--- src/rtl/dm_cache_ctrl_if.sv ---
// CPU-side and memory-side signal bundle for dm_cache_ctrl.
// The slave modport is the cache controller; master is the CPU plus memory environment.
interface dm_cache_ctrl_if #(
   parameter int unsigned c_block_size = 2,
   parameter int unsigned c_line_size  = 64,
   parameter int unsigned address_size = 32
);
   localparam int unsigned LINE_W = (1 << c_block_size) * c_line_size;
   localparam int unsigned MADR_W = address_size - c_block_size - 3;

   logic                    cpu_read_i;
   logic                    cpu_wr_i;
   logic [address_size-1:0] cpu_addr_i;
   logic [c_line_size-1:0]  cpu_wr_data_i;
   logic [c_line_size-1:0]  cpu_read_data_o;
   logic                    cpu_busywait_o;
   logic                    c_m_read_o;
   logic                    c_m_wr_o;
   logic [MADR_W-1:0]       c_m_addr_o;
   logic [LINE_W-1:0]       c_m_wr_data_o;
   logic [LINE_W-1:0]       c_m_read_data_i;
   logic                    c_m_busywait_i;
   logic                    c_m_read_done_i;
   logic                    c_m_write_done_i;

   modport master (
      output cpu_read_i, cpu_wr_i, cpu_addr_i, cpu_wr_data_i,
      output c_m_read_data_i, c_m_busywait_i, c_m_read_done_i, c_m_write_done_i,
      input  cpu_read_data_o, cpu_busywait_o, c_m_read_o, c_m_wr_o, c_m_addr_o, c_m_wr_data_o
   );

   modport slave (
      input  cpu_read_i, cpu_wr_i, cpu_addr_i, cpu_wr_data_i,
      input  c_m_read_data_i, c_m_busywait_i, c_m_read_done_i, c_m_write_done_i,
      output cpu_read_data_o, cpu_busywait_o, c_m_read_o, c_m_wr_o, c_m_addr_o, c_m_wr_data_o
   );
endinterface

--- src/rtl/dm_cache_ctrl.sv ---
// Direct-mapped write-back write-allocate cache controller in front of a burst memory.
// Define CACHE_STATS_EN to add hit/miss counters.
module dm_cache_ctrl #(
   parameter int unsigned c_block_size = 2,
   parameter int unsigned c_line_size  = 64,
   parameter int unsigned c_index_size = 3,
   parameter int unsigned address_size = 32
) (
   input logic            c_clk_i,
   input logic            c_reset_i,
   dm_cache_ctrl_if.slave bus
`ifdef CACHE_STATS_EN
   ,
   output logic [31:0]    c_hit_count_o,
   output logic [31:0]    c_miss_count_o
`endif
);
   localparam int unsigned WORDS  = 1 << c_block_size;
   localparam int unsigned LINES  = 1 << c_index_size;
   localparam int unsigned LINE_W = WORDS * c_line_size;
   localparam int unsigned OFF_W  = c_block_size + 3;
   localparam int unsigned TAG_W  = address_size - c_index_size - OFF_W;

   typedef enum logic [1:0] {StIdle, StWriteback, StAllocate, StUpdate} state_e;

   state_e state_q, state_d;

   logic [LINES-1:0]  valid_q, dirty_q;
   logic [TAG_W-1:0]  tag_q  [LINES];
   logic [LINE_W-1:0] data_q [LINES];
   logic [LINE_W-1:0] line_q;

   logic [c_index_size-1:0] idx;
   logic [TAG_W-1:0]        tag;
   logic [c_block_size-1:0] word;
   logic                    req, hit, do_write;
   logic                    unused_bits;

   assign idx         = bus.cpu_addr_i[OFF_W +: c_index_size];
   assign tag         = bus.cpu_addr_i[address_size-1 -: TAG_W];
   assign word        = bus.cpu_addr_i[3 +: c_block_size];
   assign req         = bus.cpu_read_i | bus.cpu_wr_i;
   assign hit         = valid_q[idx] && (tag_q[idx] == tag);
   assign unused_bits = ^{bus.c_m_busywait_i, bus.cpu_addr_i[2:0]};
   assign bus.c_m_wr_data_o = data_q[idx];

   always_comb begin
      state_d             = state_q;
      do_write            = 1'b0;
      bus.cpu_busywait_o  = 1'b0;
      bus.cpu_read_data_o = '0;
      bus.c_m_read_o      = 1'b0;
      bus.c_m_wr_o        = 1'b0;
      bus.c_m_addr_o      = {tag, idx};
      unique case (state_q)
         StIdle: begin
            if (req) begin
               if (hit) begin
                  // Simultaneous read and write is served as a read only.
                  if (bus.cpu_read_i) begin
                     bus.cpu_read_data_o = data_q[idx][word*c_line_size +: c_line_size];
                  end else begin
                     do_write = 1'b1;
                  end
               end else begin
                  bus.cpu_busywait_o = 1'b1;
                  state_d = (valid_q[idx] && dirty_q[idx]) ? StWriteback : StAllocate;
               end
            end
         end
         StWriteback: begin
            bus.cpu_busywait_o = 1'b1;
            bus.c_m_wr_o       = 1'b1;
            bus.c_m_addr_o     = {tag_q[idx], idx};
            if (bus.c_m_write_done_i) state_d = StAllocate;
         end
         StAllocate: begin
            bus.cpu_busywait_o = 1'b1;
            bus.c_m_read_o     = 1'b1;
            if (bus.c_m_read_done_i) state_d = StUpdate;
         end
         StUpdate: begin
            bus.cpu_busywait_o = 1'b1;
            state_d            = StIdle;
         end
         default: state_d = StIdle;
      endcase
   end

   always_ff @(posedge c_clk_i) begin
      if (c_reset_i) begin
         state_q <= StIdle;
         valid_q <= '0;
         dirty_q <= '0;
      end else begin
         state_q <= state_d;
         if (do_write) dirty_q[idx] <= 1'b1;
         if (state_q == StUpdate) begin
            valid_q[idx] <= 1'b1;
            dirty_q[idx] <= 1'b0;
         end
      end
   end

   // Tag and data arrays are deliberately left uninitialised by reset.
   always_ff @(posedge c_clk_i) begin
      if (!c_reset_i) begin
         if (state_q == StAllocate && bus.c_m_read_done_i) line_q <= bus.c_m_read_data_i;
         if (do_write) data_q[idx][word*c_line_size +: c_line_size] <= bus.cpu_wr_data_i;
         if (state_q == StUpdate) begin
            data_q[idx] <= line_q;
            tag_q[idx]  <= tag;
         end
      end
   end

`ifdef CACHE_STATS_EN
   logic [31:0] hit_cnt_q, miss_cnt_q;
   logic        after_update_q;

   // The hit that retires a miss after refill is not a new hit.
   always_ff @(posedge c_clk_i) begin
      if (c_reset_i) begin
         hit_cnt_q      <= '0;
         miss_cnt_q     <= '0;
         after_update_q <= 1'b0;
      end else begin
         after_update_q <= (state_q == StUpdate);
         if (state_q == StIdle && req && hit && !after_update_q) hit_cnt_q <= hit_cnt_q + 32'd1;
         if (state_q == StIdle && req && !hit) miss_cnt_q <= miss_cnt_q + 32'd1;
      end
   end

   assign c_hit_count_o  = hit_cnt_q;
   assign c_miss_count_o = miss_cnt_q;
`endif
endmodule

--- src/flat_wrapper.sv ---
// flat-port wrapper written by rule: the top's interface ports become plain ports
module dm_cache_ctrl_flat 
#(
   parameter int unsigned c_block_size = 2,
   parameter int unsigned c_line_size  = 64,
   parameter int unsigned c_index_size = 3,
   parameter int unsigned address_size = 32
)
  (c_clk_i, c_reset_i, bus_cpu_read_i, bus_cpu_wr_i, bus_cpu_addr_i, bus_cpu_wr_data_i, bus_c_m_read_data_i, bus_c_m_busywait_i, bus_c_m_read_done_i, bus_c_m_write_done_i, bus_cpu_read_data_o, bus_cpu_busywait_o, bus_c_m_read_o, bus_c_m_wr_o, bus_c_m_addr_o, bus_c_m_wr_data_o);
  dm_cache_ctrl_if #(.c_block_size(c_block_size), .c_line_size(c_line_size), .address_size(address_size)) bus_i ();
  input logic c_clk_i;
  input logic c_reset_i;
  input wire logic [$bits(bus_i.cpu_read_i)-1:0] bus_cpu_read_i;
  input wire logic [$bits(bus_i.cpu_wr_i)-1:0] bus_cpu_wr_i;
  input wire logic [$bits(bus_i.cpu_addr_i)-1:0] bus_cpu_addr_i;
  input wire logic [$bits(bus_i.cpu_wr_data_i)-1:0] bus_cpu_wr_data_i;
  input wire logic [$bits(bus_i.c_m_read_data_i)-1:0] bus_c_m_read_data_i;
  input wire logic [$bits(bus_i.c_m_busywait_i)-1:0] bus_c_m_busywait_i;
  input wire logic [$bits(bus_i.c_m_read_done_i)-1:0] bus_c_m_read_done_i;
  input wire logic [$bits(bus_i.c_m_write_done_i)-1:0] bus_c_m_write_done_i;
  output wire logic [$bits(bus_i.cpu_read_data_o)-1:0] bus_cpu_read_data_o;
  output wire logic [$bits(bus_i.cpu_busywait_o)-1:0] bus_cpu_busywait_o;
  output wire logic [$bits(bus_i.c_m_read_o)-1:0] bus_c_m_read_o;
  output wire logic [$bits(bus_i.c_m_wr_o)-1:0] bus_c_m_wr_o;
  output wire logic [$bits(bus_i.c_m_addr_o)-1:0] bus_c_m_addr_o;
  output wire logic [$bits(bus_i.c_m_wr_data_o)-1:0] bus_c_m_wr_data_o;
  assign bus_i.cpu_read_i = bus_cpu_read_i;
  assign bus_i.cpu_wr_i = bus_cpu_wr_i;
  assign bus_i.cpu_addr_i = bus_cpu_addr_i;
  assign bus_i.cpu_wr_data_i = bus_cpu_wr_data_i;
  assign bus_i.c_m_read_data_i = bus_c_m_read_data_i;
  assign bus_i.c_m_busywait_i = bus_c_m_busywait_i;
  assign bus_i.c_m_read_done_i = bus_c_m_read_done_i;
  assign bus_i.c_m_write_done_i = bus_c_m_write_done_i;
  assign bus_cpu_read_data_o = bus_i.cpu_read_data_o;
  assign bus_cpu_busywait_o = bus_i.cpu_busywait_o;
  assign bus_c_m_read_o = bus_i.c_m_read_o;
  assign bus_c_m_wr_o = bus_i.c_m_wr_o;
  assign bus_c_m_addr_o = bus_i.c_m_addr_o;
  assign bus_c_m_wr_data_o = bus_i.c_m_wr_data_o;
  dm_cache_ctrl #(.c_block_size(c_block_size), .c_line_size(c_line_size), .c_index_size(c_index_size), .address_size(address_size)) u_core (.c_clk_i(c_clk_i), .c_reset_i(c_reset_i), .bus(bus_i));
endmodule
--- config.mk ---
export PLATFORM = sky130hd
export DESIGN_NAME = dm_cache_ctrl_flat
export DESIGN_NICKNAME = d
export VERILOG_FILES = /design/src/rtl/dm_cache_ctrl_if.sv /design/src/rtl/dm_cache_ctrl.sv /design/src/flat_wrapper.sv
export SDC_FILE = /design/constraint.sdc
export NUM_CORES = 2
export LEC_CHECK = 0
export CORE_MARGIN = 2
export CORE_UTILIZATION = 25
export CTS_CLUSTER_SIZE = 8
export DETAILED_ROUTE_END_ITERATION = 8
export HOLD_SLACK_MARGIN = 0.15
export PLACE_DENSITY_LB_ADDON = 0.08
export SYNTH_ARGS = -nofsm -noshare
export SYNTH_HDL_FRONTEND = slang
export SYNTH_SLANG_ARGS = --single-unit
export TNS_END_PERCENT = 20
--- constraint.sdc ---
create_clock -name c_clk_i -period 16.83 [get_ports c_clk_i]
set_input_delay 1.683 -clock c_clk_i [delete_from_list [all_inputs] [get_ports c_clk_i]]
set_output_delay 1.683 -clock c_clk_i [all_outputs]
set_load 0.005 [all_outputs]
==> run_results.csv <==
group,metric,value,unit
synthesis,synthTopCellsByArea,"edfxtp_1 (79%), a22oi_1 (4.3%), a22o_1 (3.3%)",
critical_path,path_common_cell,"buf_4",
synthesis,syn-num-nets,5520,
cts,ctsResizeCount,0,
detailed_routing,drc,0,
cells_and_area,layout.nets,6352,
synthesis,netlist_area,0.0951,sq mm
cts,clk_latency,960,ps
cts,cts_root_buf,"clkbuf_16",
cells_and_area,fill_cells,36792,
detailed_routing,num_vias,55846,
cells_and_area,regArea,0.0753,sq mm
grt,grt_start_max_net_pins,116,
critical_path,worstPathMaxFanout,80,
critical_path,rrSetupSlack,11230,ps
synthesis,yosysTopAreaCell,"edfxtp_1",
detailed_routing,first_pass_iters,5,
cells_and_area,final_cell_mix,"edfxtp_1 (2496), clkdlybuf4s50_1 (699), a22oi_1 (550)",
die,initial_core_util,25.1,%
critical_path,crit_path_start,"bus_cpu_addr_i[7]",
sta,period_minus_slack,9290,ps
cells_and_area,drive_above_1_share,12.1,%
sta,setup_viol,0,
detailed_routing,vias_per_cell,5.04,
synthesis,synth_ff_type,"edfxtp_1",
pwr,power.leakage,36.7,nW
flow_run,drv_cap,0,
cts,cts_tree,"built",
critical_path,cp-end-kind,"output port",
cts,numCtsBuffers,355,
critical_path,crit_path_start_kind,"input pin",
detailed_routing,dr.first_iter.drc_count,5017,
die,core_area,0.379,sq mm
grt,first_global_vias,55812,
detailed_routing,drt-total-wl,416000,um
cells_and_area,area_growth,24.1,%
synthesis,synth-edff-count,2496,
placement,place_area,0.108,sq mm
die,dieArea,0.385,sq mm
grt,grt-ovfl-total,0,
critical_path,arrival,7610,ps
pwr,powerDensity,127,mW/mm^2
sta,tightest_slew,1200,ps
synthesis,post-synth-top-area-fraction,78.8,%
detailed_routing,wl_per_cell,37.6,um
grt,grt_pass1_wl,543000,um
worst_hold_path,min_path_cells,2,
placement,place_congestion,0.779,
critical_path,worstSetupEndpoint,"bus_cpu_read_data_o[4]",
synthesis,synthCells,5151,
critical_path,cp_slowest_cell,"and4bb_4",
critical_path,slowest_delay,900,ps
run_status,status,"finished, final reports clean",
synthesis,ys_seq_area_share,79.2,%
detailed_routing,ant_nets,0,
sta,hold_viol,0,
synthesis,syn_area_per_cell,18.5,sq um
die,die_x,621,um
die,placementRows,226,
cts,numClockSinks,2514,
sta,fmax,0.108,GHz
cells_and_area,final_common_cell,"edfxtp_1",
synthesis,ys_async_sr_fraction,0,%
cts,clockBufferDepth,4,
cells_and_area,fin_area,0.118,sq mm
cells_and_area,multi_input_area,0.0184,sq mm
critical_path,critPathRequiredTime,15150,ps
cts,h-tree-depth,5,
sta,slew_viol_final,0,
placement,dpl.hpwl,268000,um
die,die_h,621,um
synthesis,yosys_warnings,0,
cts,cts.clk_slew.worst_paths,50,ps
synthesis,synth.distinct_cells,62,
critical_path,r2r-end,"u_core.data_q[5][64]",
critical_path,reg2regPathDepth,11,
synthesis,synth_seq_cells,2514,
critical_path,worstPathCellList,"buf_8 > buf_4 > mux2_2 > a221o_1 > a22o_1 > xor2_1 > nor4_2 > and4bb_4 > buf_4 > and3_1 > clkdlybuf4s50_1",
sta,tns,0,ps
die,io_pins,709,
critical_path,worst-setup-path-type,"in2out",
grt,track_usage,21.1,%
sta,slew_headroom,20.0,%
cts,cts_setup_buffers,0,
cts,hold_buffers,0,
grt,antenna_found_initial,36,
sta,period_share,55.2,%
placement,io_buffers,704,
pwr,max-vdd-ir-drop,0.0801,mV
sta,rsz0062_at_grt,"false",
critical_path,r2r_start,"u_core.tag_q[1][11]",
worst_hold_path,min-delay-start,"u_core.valid_q[0]",
sta,skew,72.7,ps
worst_hold_path,min_path_type,"reg2reg",
worst min path at each step:
stage | endpoint | slack [ps]
3_5_place_dp | u_core.valid_q[0] | 460
5_1_grt | u_core.valid_q[0] | 510
2_1_floorplan | u_core.valid_q[4] | 440
4_1_cts | u_core.valid_q[0] | 470
3_3_place_gp | u_core.valid_q[0] | 460
6_report | u_core.valid_q[0] | 470
final cells by class:
type	instances	share of cell area, %
Antenna cell	19	0.0403
Clock buffer	392	7.73
Clock inverter	29	0.368
Inverter	26	0.0848
Multi-Input combinational cell	2239	15.6
Sequential cell	2514	63.8
Tap cell	5016	5.32
Timing Repair Buffer	847	7.02
power by group:
group / leakage (nW) / switching [mW] / internal [mW]
logic: 9.79 / 0.901 / 0.438
clock network: 4.67 / 2.68 / 3.82
registers: 22.3 / 0.0526 / 7.07
worst max-delay path, delay by kind of cell:
family | cells | cell delay (ps)
AO/OA/AOI/OAI | 2 | 660
buffers and inverters | 4 | 2680
AND/OR/NAND/NOR | 3 | 1790
multiplexers | 1 | 410
XOR/XNOR | 1 | 190
synthesized netlist by cell type (5+ instances only):
| master | count |
|---|---|
| and3_1 | 68 |
| mux4_2 | 75 |
| nor2b_1 | 13 |
| nand2_1 | 53 |
| a22o_1 | 354 |
| buf_2 | 65 |
| o21ai_0 | 19 |
| o22ai_1 | 19 |
| a21oi_1 | 163 |
| dfxtp_1 | 18 |
| nand3_1 | 101 |
| and2_1 | 7 |
| edfxtp_1 | 2496 |
| a221o_1 | 76 |
| buf_4 | 7 |
| ha_1 | 10 |
| nor2_1 | 107 |
| xor2_1 | 6 |
| nor4_1 | 5 |
| nand4_1 | 93 |
| mux2_1 | 73 |
| nor3_1 | 13 |
| a22oi_1 | 550 |
| buf_1 | 26 |
| clkbuf_1 | 248 |
| buf_6 | 26 |
| a31oi_1 | 9 |
| a211oi_1 | 9 |
| mux2i_1 | 118 |
| inv_1 | 25 |
| o21a_1 | 9 |
| a221oi_1 | 168 |
| o21ai_1 | 30 |
| mux2_2 | 43 |
routing by layer:
layer  wire length [um]  vias to the layer above  GRT usage, %
li1                   -                    23260             -
met1             165000                    30087          25.5
met2             213000                     1961          37.6
met3              21500                      524          3.32
met4              16600                       14          7.61
met5                 81                        -             0
flip-flops by register name (all words and copies together) (netlist names):
| register | count |
|---|---|
| u_core.data_q | 2048 |
| u_core.dirty_q | 8 |
| u_core.line_q | 256 |
| u_core.state_q | 2 |
| u_core.tag_q | 192 |
| u_core.valid_q | 8 |
logic make-up (layout without fill, tap and decap cells):
family                   Yosys count  count (layout)  share of synthesized area [%]
flip-flops                      2514            2514                           79.2
AO/OA/AOI/OAI                   1425            1425                           11.6
AND/OR/NAND/NOR                  483             483                           2.66
buffers and inverters            398            1294                           1.89
multiplexers                     311             311                           4.42
adder cells (fa/ha/maj)           10              10                          0.132
XOR/XNOR                          10              10                         0.0921
other                              0              19                              0
stage by stage:
step / worst slack [ps] / util (%) / power (mW) / instances / hold slack, ps
CTS: 7590 / 31.1 / 15.2 / 11063 / 473
global route: 7520 / 31.1 / 15.4 / 11064 / 507
detailed placement: 7600 / 28.6 / 8.61 / 10642 / 462
finish: 7540 / 31.1 / 15.0 / 11082 / 472
floorplan: 3230 / - / 7.75 / 5151 / 442
global placement: 7640 / 28.6 / 8.61 / 10642 / 463
(Power assumes the default switching activity.)
